<file path="config.mk">
export PLATFORM = sky130hd
export DESIGN_NAME = stage_sum_pwm
export DESIGN_NICKNAME = d
export VERILOG_FILES = /design/src/rtl/stage_sum_pwm_pkg.sv /design/src/rtl/stage_sum_pwm_pwm_gen.sv /design/src/rtl/stage_sum_pwm.sv
export SDC_FILE = /design/constraint.sdc
export NUM_CORES = 1
export LEC_CHECK = 0
export BUFFER_PORTS_ARGS = -buffer_cell sky130_fd_sc_hd__buf_2
export CAP_MARGIN = 20
export CORE_ASPECT_RATIO = 0.6
export CORE_MARGIN = 2
export CORE_UTILIZATION = 45
export CTS_CLUSTER_SIZE = 28
export DETAILED_ROUTE_END_ITERATION = 10
export GPL_TIMING_DRIVEN = 0
export PLACE_DENSITY = 0.65
export SLEW_MARGIN = 20
export SYNTH_ARGS = -nofsm -noshare
export SYNTH_HDL_FRONTEND = slang
export SYNTH_HIERARCHICAL = 1
export SYNTH_SLANG_ARGS = --single-unit
</file>
<file path="constraint.sdc">
create_clock -name clk -period 5.8 [get_ports clk]
set_input_delay 1.74 -clock clk [delete_from_list [all_inputs] [get_ports clk]]
set_output_delay 1.74 -clock clk [all_outputs]
set_load 0.01 [all_outputs]
</file>
<file path="src/rtl/stage_sum_pwm_pkg.sv">
// Shared widths and the sign/magnitude-to-two's-complement helper for the
// three-term summing pipeline.
package stage_sum_pwm_pkg;

  localparam int unsigned TERM_W = 16;
  localparam int unsigned SUM_W  = 19;
  localparam int unsigned PART_W = TERM_W + 2;
  localparam logic [7:0]  SatCntMax = 8'hFF;

  // sgn = 1 adds the magnitude, sgn = 0 subtracts it; -0 collapses to 0.
  function automatic logic signed [TERM_W:0] term_to_signed(input logic [TERM_W-1:0] mag,
                                                            input logic              sgn);
    logic signed [TERM_W:0] ext;
    ext = $signed({1'b0, mag});
    return sgn ? ext : -ext;
  endfunction

endpackage

</file>
<file path="src/rtl/stage_sum_pwm_pwm_gen.sv">
// Free-running PWM: a staged duty value is taken up only at the period wrap
// so a period is never altered mid-way.
module pwm_gen #(
  parameter int unsigned PWM_BITS = 8
) (
  input  logic                clk_i,
  input  logic                rst_i,
  input  logic                load_i,
  input  logic [PWM_BITS-1:0] duty_in_i,
  output logic [PWM_BITS-1:0] duty_o,
  output logic                pwm_o
);

  localparam logic [PWM_BITS-1:0] CntMax = '1;

  logic [PWM_BITS-1:0] cnt_q, cnt_d;
  logic [PWM_BITS-1:0] duty_q, duty_d;
  logic [PWM_BITS-1:0] duty_next_q, duty_next_d;
  logic                pwm_q, pwm_d;

  always_comb begin
    cnt_d       = cnt_q + PWM_BITS'(1);
    duty_next_d = load_i ? duty_in_i : duty_next_q;
    // A load in the wrap cycle lands in duty_next too late; the old value wins.
    duty_d      = (cnt_q == CntMax) ? duty_next_q : duty_q;
    pwm_d       = (cnt_q < duty_q);
  end

  always_ff @(posedge clk_i) begin
    if (rst_i) begin
      cnt_q       <= '0;
      duty_q      <= '0;
      duty_next_q <= '0;
      pwm_q       <= 1'b0;
    end else begin
      cnt_q       <= cnt_d;
      duty_q      <= duty_d;
      duty_next_q <= duty_next_d;
      pwm_q       <= pwm_d;
    end
  end

  assign duty_o = duty_q;
  assign pwm_o  = pwm_q;

endmodule

</file>
<file path="src/rtl/stage_sum_pwm.sv">
// Two-stage signed sum of three sign/magnitude terms, clamped to 16 bits and
// used to drive a period-synchronous PWM.
module stage_sum_pwm
  import stage_sum_pwm_pkg::*;
#(
  parameter int unsigned PWM_BITS = 8
) (
  input  logic                     clk,
  input  logic                     rst,
  input  logic                     in_valid,
  input  logic [TERM_W-1:0]        c0,
  input  logic [TERM_W-1:0]        c1,
  input  logic [TERM_W-1:0]        c2,
  input  logic                     c0sgn,
  input  logic                     c1sgn,
  input  logic                     c2sgn,
  output logic signed [SUM_W-1:0]  sum,
  output logic                     sum_valid,
  output logic [PWM_BITS-1:0]      duty,
  output logic                     pwm,
  output logic                     sat,
  output logic [7:0]               sat_cnt
);

  logic signed [TERM_W:0]   term0, term1, term2;
  logic signed [PART_W-1:0] partial_d, partial_q;
  logic signed [TERM_W:0]   term2_q;
  logic                     p1_valid_q;
  logic signed [SUM_W-1:0]  sum_d, sum_q;
  logic                     sum_valid_q;
  logic [PWM_BITS-1:0]      duty_cand_d, duty_cand_q;
  logic                     clamp_hit;
  logic                     sat_d, sat_q;
  logic [7:0]               sat_cnt_d, sat_cnt_q;

  always_comb begin
    term0     = term_to_signed(c0, c0sgn);
    term1     = term_to_signed(c1, c1sgn);
    term2     = term_to_signed(c2, c2sgn);
    partial_d = {term0[TERM_W], term0} + {term1[TERM_W], term1};
  end

  always_comb begin
    sum_d       = {partial_q[PART_W-1], partial_q} + {{2{term2_q[TERM_W]}}, term2_q};
    clamp_hit   = 1'b0;
    duty_cand_d = sum_d[TERM_W-1 -: PWM_BITS];
    // Negative clamps to 0, anything above 16 bits clamps to 0xFFFF.
    if (sum_d[SUM_W-1]) begin
      clamp_hit   = 1'b1;
      duty_cand_d = '0;
    end else if (|sum_d[SUM_W-2:TERM_W]) begin
      clamp_hit   = 1'b1;
      duty_cand_d = '1;
    end
    sat_d     = p1_valid_q & clamp_hit;
    sat_cnt_d = (sat_d && (sat_cnt_q != SatCntMax)) ? sat_cnt_q + 8'd1 : sat_cnt_q;
  end

  always_ff @(posedge clk) begin
    if (rst) begin
      partial_q   <= '0;
      term2_q     <= '0;
      p1_valid_q  <= 1'b0;
      sum_q       <= '0;
      sum_valid_q <= 1'b0;
      duty_cand_q <= '0;
      sat_q       <= 1'b0;
      sat_cnt_q   <= '0;
    end else begin
      p1_valid_q  <= in_valid;
      sum_valid_q <= p1_valid_q;
      sat_q       <= sat_d;
      sat_cnt_q   <= sat_cnt_d;
      if (in_valid) begin
        partial_q <= partial_d;
        term2_q   <= term2;
      end
      if (p1_valid_q) begin
        sum_q       <= sum_d;
        duty_cand_q <= duty_cand_d;
      end
    end
  end

  pwm_gen #(
    .PWM_BITS (PWM_BITS)
  ) u_pwm_gen (
    .clk_i     (clk),
    .rst_i     (rst),
    .load_i    (sum_valid_q),
    .duty_in_i (duty_cand_q),
    .duty_o    (duty),
    .pwm_o     (pwm)
  );

  assign sum       = sum_q;
  assign sum_valid = sum_valid_q;
  assign sat       = sat_q;
  assign sat_cnt   = sat_cnt_q;

endmodule

</file>
==> flow_metrics.py <==
metrics = {
    "outcome": {
        "status": "finished, final reports clean",
    },
    "floorplanning": {
        "die_area_mm2": 0.01538,
        "ios": 92,
        "num_rows": 33,
        "coreArea_mm2": 0.01383,
        "die_w_um": 158.8,
        "start_util_pct": 46.77,
        "die_y_um": 96.87,
    },
    "placement": {
        "place.gp.congestion": 0.9020,
        "numPortBuffers": 87,
        "place_hpwl_um": 13760,
        "pre_cts_ws_ps": 419.5,
    },
    "setup_path": {
        "crit_path_end_kind": "flip-flop",
        "worst_setup_path_start_kind": "primary input",
        "cp.required_ps": 6070,
        "r2r_start": "partial_q[0]$_SDFFE_PP0P_",
        "r2r-end": "sat_cnt[3]$_SDFFE_PP0P_",
        "crit_type": "primary input to flip-flop",
        "r2r_cells": 10,
        "worstPathArrival_ps": 5460,
        "crit_fanout": 10,
        "r2r_setup_slack_ps": 2570,
    },
    "yosys": {
        "ys_types": 61,
        "synthArstFlopShare_pct": 0,
        "yosys_warnings": 6,
        "synth-edff-count": 0,
        "synth_area_mm2": 0.006469,
        "postSynthCellCount": 795,
        "synth_seq_cells": 98,
        "synth.net_count": 898,
        "seq_area_frac_synth_pct": 30.33,
        "synth_area_per_cell_um2": 8.137,
        "synth_flop_cell": "dfxtp_1",
    },
    "sta": {
        "rsz0062_at_grt": "no",
        "min_period_ps": 5190,
        "worst_slack_ps": 610.0,
        "hold_violations": 0,
        "maxSlewHeadroom_pct": 43.75,
        "finalCritPeriodShare_pct": 89.48,
        "tightest_slew_ps": 843.7,
        "slew_viol_final": 0,
        "finalSetupViolations": 0,
        "fmax_mhz": 192.7,
        "timing.setup.tns_ps": 0,
        "finClkSkew_ps": 11.49,
    },
    "detailed_routing": {
        "drc_errors": 0,
        "dr_total_vias": 6012,
        "ant_nets": 0,
        "avgRoutedWirePerCell_um": 15.77,
        "vias_per_cell": 5.516,
        "first_pass_iters": 6,
        "drtIter0Drc": 445,
        "routed_wl_um": 17190,
    },
    "final_layout": {
        "area_growth_syn_to_layout_pct": 15.59,
        "layout_commonest_cell": "nor2_1",
        "nFillCells": 1353,
        "drive_above_1_share_pct": 14.03,
        "layout_common_cells": "125 x nor2_1, 98 x dfxtp_1, 89 x buf_2, 57 x a21oi_1, 47 x ha_1",
        "final_net_count": 996,
        "diodes": 0,
    },
    "global_routing": {
        "grt_use_total_pct": 22.64,
        "grt_max_degree": 18,
        "grt-ovfl-total": 0,
        "antenna_found_initial": 0,
        "grt_pass1_vias": 5500,
        "grt_pass1_wl_um": 28280,
    },
    "cts": {
        "insertion_delay_ps": 350,
        "cts.sinks": 98,
        "cts_max_level": 3,
        "cts_hold_buf": 0,
        "cts_root_buf": "clkbuf_16",
        "tritoncts": "yes",
        "cts_made_buffers": 9,
        "cts_buffer_depth": 2,
        "clk_pin_slew_worst_paths_ps": 80,
        "post-cts-setup-buffers": 0,
        "cts-resized-gates": 0,
    },
    "min_path": {
        "hold_path.class": "flip-flop to flip-flop",
        "whs_endpoint": "u_pwm_gen/duty_o[1]$_SDFFE_PP0N_",
        "worstHoldPathCells": 2,
        "min_from": "u_pwm_gen/duty_next_q[1]$_SDFFE_PP0P_",
    },
    "pwr": {
        "powerDensity_mw_per_mm2": 264.9,
        "ir_drop_mv": 0.1734,
        "p_leak_uw": 0.003179,
    },
    "flow_run": {
        "drv_cap": 0,
    },
}
[report_power, final]
group | switching (uW) | internal, uW | total [uW]
Clock | 270 | 395 | 665
Combinational | 330 | 228 | 558
Sequential | 34.6 | 723 | 758
Total | 635 | 1350 | 1980
[layer usage]
metal / part of all wire (%) / vias to the layer above / wire [um] / track usage (%)
met1: 57 / 2786 / 9786 / 36.72
met4: 0.61 / 0 / 105 / 2.893
met5: 0 / - / 0 / 0
met2: 36 / 166 / 6182 / 30.27
met3: 6.5 / 14 / 1117 / 5.017
li1: - / 3046 / - / -
[kinds of logic (layout without fill, tap and decap cells)]
group / count (synthesis) / after routing / synth area share [%]
AOI/OAI and AO/OA: 187 / 187 / 19.15
adders and majority gates: 49 / 49 / 9.710
buffers and inverters: 68 / 171 / 4.100
DFF: 98 / 98 / 30.33
muxes: 48 / 48 / 7.640
xor gates and xnor gates: 57 / 57 / 7.718
and+or+nand+nor: 288 / 288 / 21.35
[cell type report]
type,count,area (um2),share of cell area [%]
plain buffers,33,133.9,1.790
clock buffers,10,239.0,3.196
clock inverters,6,93.84,1.255
inverters,35,131.4,1.757
multi-input cells,629,4242,56.73
flip-flops and latches,98,1962,26.24
well taps,192,240.2,3.213
repair buffers,87,435.4,5.823
[sequential cells by signal (all words and copies together), names as in the netlist]
| name | count |
|---|---|
| u_pwm_gen/duty_next_q | 8 |
| u_pwm_gen/cnt_q | 8 |
| sum | 19 |
| sum_valid | 1 |
| p1_valid_q | 1 |
| u_pwm_gen/pwm_o | 1 |
| u_pwm_gen/duty_o | 8 |
| sat | 1 |
| duty_cand_q | 8 |
| term2_q | 17 |
| sat_cnt | 8 |
| partial_q | 18 |
[worst max-delay path, stage by stage]
cell       delay, ps
clkbuf_1         370
clkbuf_1         500
nor2_1           140
xor2_1           170
ha_1             330
a2111oi_0        650
o21ai_0          300
a41oi_1          410
o21a_1           240
o21ai_0          200
o2111a_1         290
o22ai_1          110
[how the worst max path moves through the flow]
stage / slack [ps] / to / from
after global routing: 430 / partial_q[17]$_SDFFE_PP0P_ / c1sgn
after global placement: 330 / partial_q[13]$_SDFFE_PP0P_ / c1sgn
final: 610 / partial_q[17]$_SDFFE_PP0P_ / c1sgn
after CTS: 760 / partial_q[13]$_SDFFE_PP0P_ / c1sgn
after floorplan: 1190 / partial_q[13]$_SDFFE_PP0P_ / c0[2]
after detailed placement: 420 / partial_q[13]$_SDFFE_PP0P_ / c1sgn
[cell usage after synthesis, types with 4 or more instances]
cell | instances | area share, %
mux2i_1 | 40 | 6.2
nor3_1 | 19 | 1.5
nand2_1 | 42 | 2.4
o21bai_1 | 4 | 0.46
buf_1 | 4 | 0.23
nor2b_1 | 14 | 1.4
xor2_1 | 38 | 5.1
dfxtp_1 | 98 | 30
or3_1 | 9 | 0.87
nor4_1 | 8 | 0.77
a211o_1 | 4 | 0.54
nand4_1 | 7 | 0.68
a211oi_1 | 22 | 2.6
nand2b_1 | 20 | 1.9
and2_1 | 4 | 0.39
nand3_1 | 16 | 1.2
o21a_1 | 6 | 0.70
clkbuf_1 | 26 | 1.5
and3_1 | 6 | 0.58
ha_1 | 47 | 9.1
a21oi_1 | 57 | 4.4
nor3b_1 | 8 | 0.93
inv_1 | 34 | 2.0
a311oi_1 | 6 | 0.81
a21o_1 | 13 | 1.5
o21ai_0 | 33 | 2.6
mux2_2 | 7 | 1.2
a31oi_1 | 9 | 0.87
nor2_1 | 125 | 7.3
xnor2_1 | 19 | 2.6
[metrics by stage]
step / power, uW / cell area, um2 / cells / hold WS, ps / utilization [%]
finish: 1981 / 7477 / 1090 / 467.0 / 54.06
global route: 2090 / 7477 / 1090 / 487.9 / 54.06
CTS: 1989 / 7477 / 1090 / 471.0 / 54.06
detailed placement: 1321 / 7144 / 1074 / 460.8 / 51.65
global placement: 1318 / 7144 / 1074 / 459.1 / 51.65
floorplan: 1169 / 6469 / 795 / 441.3 / -
(Power assumes the default switching activity.)
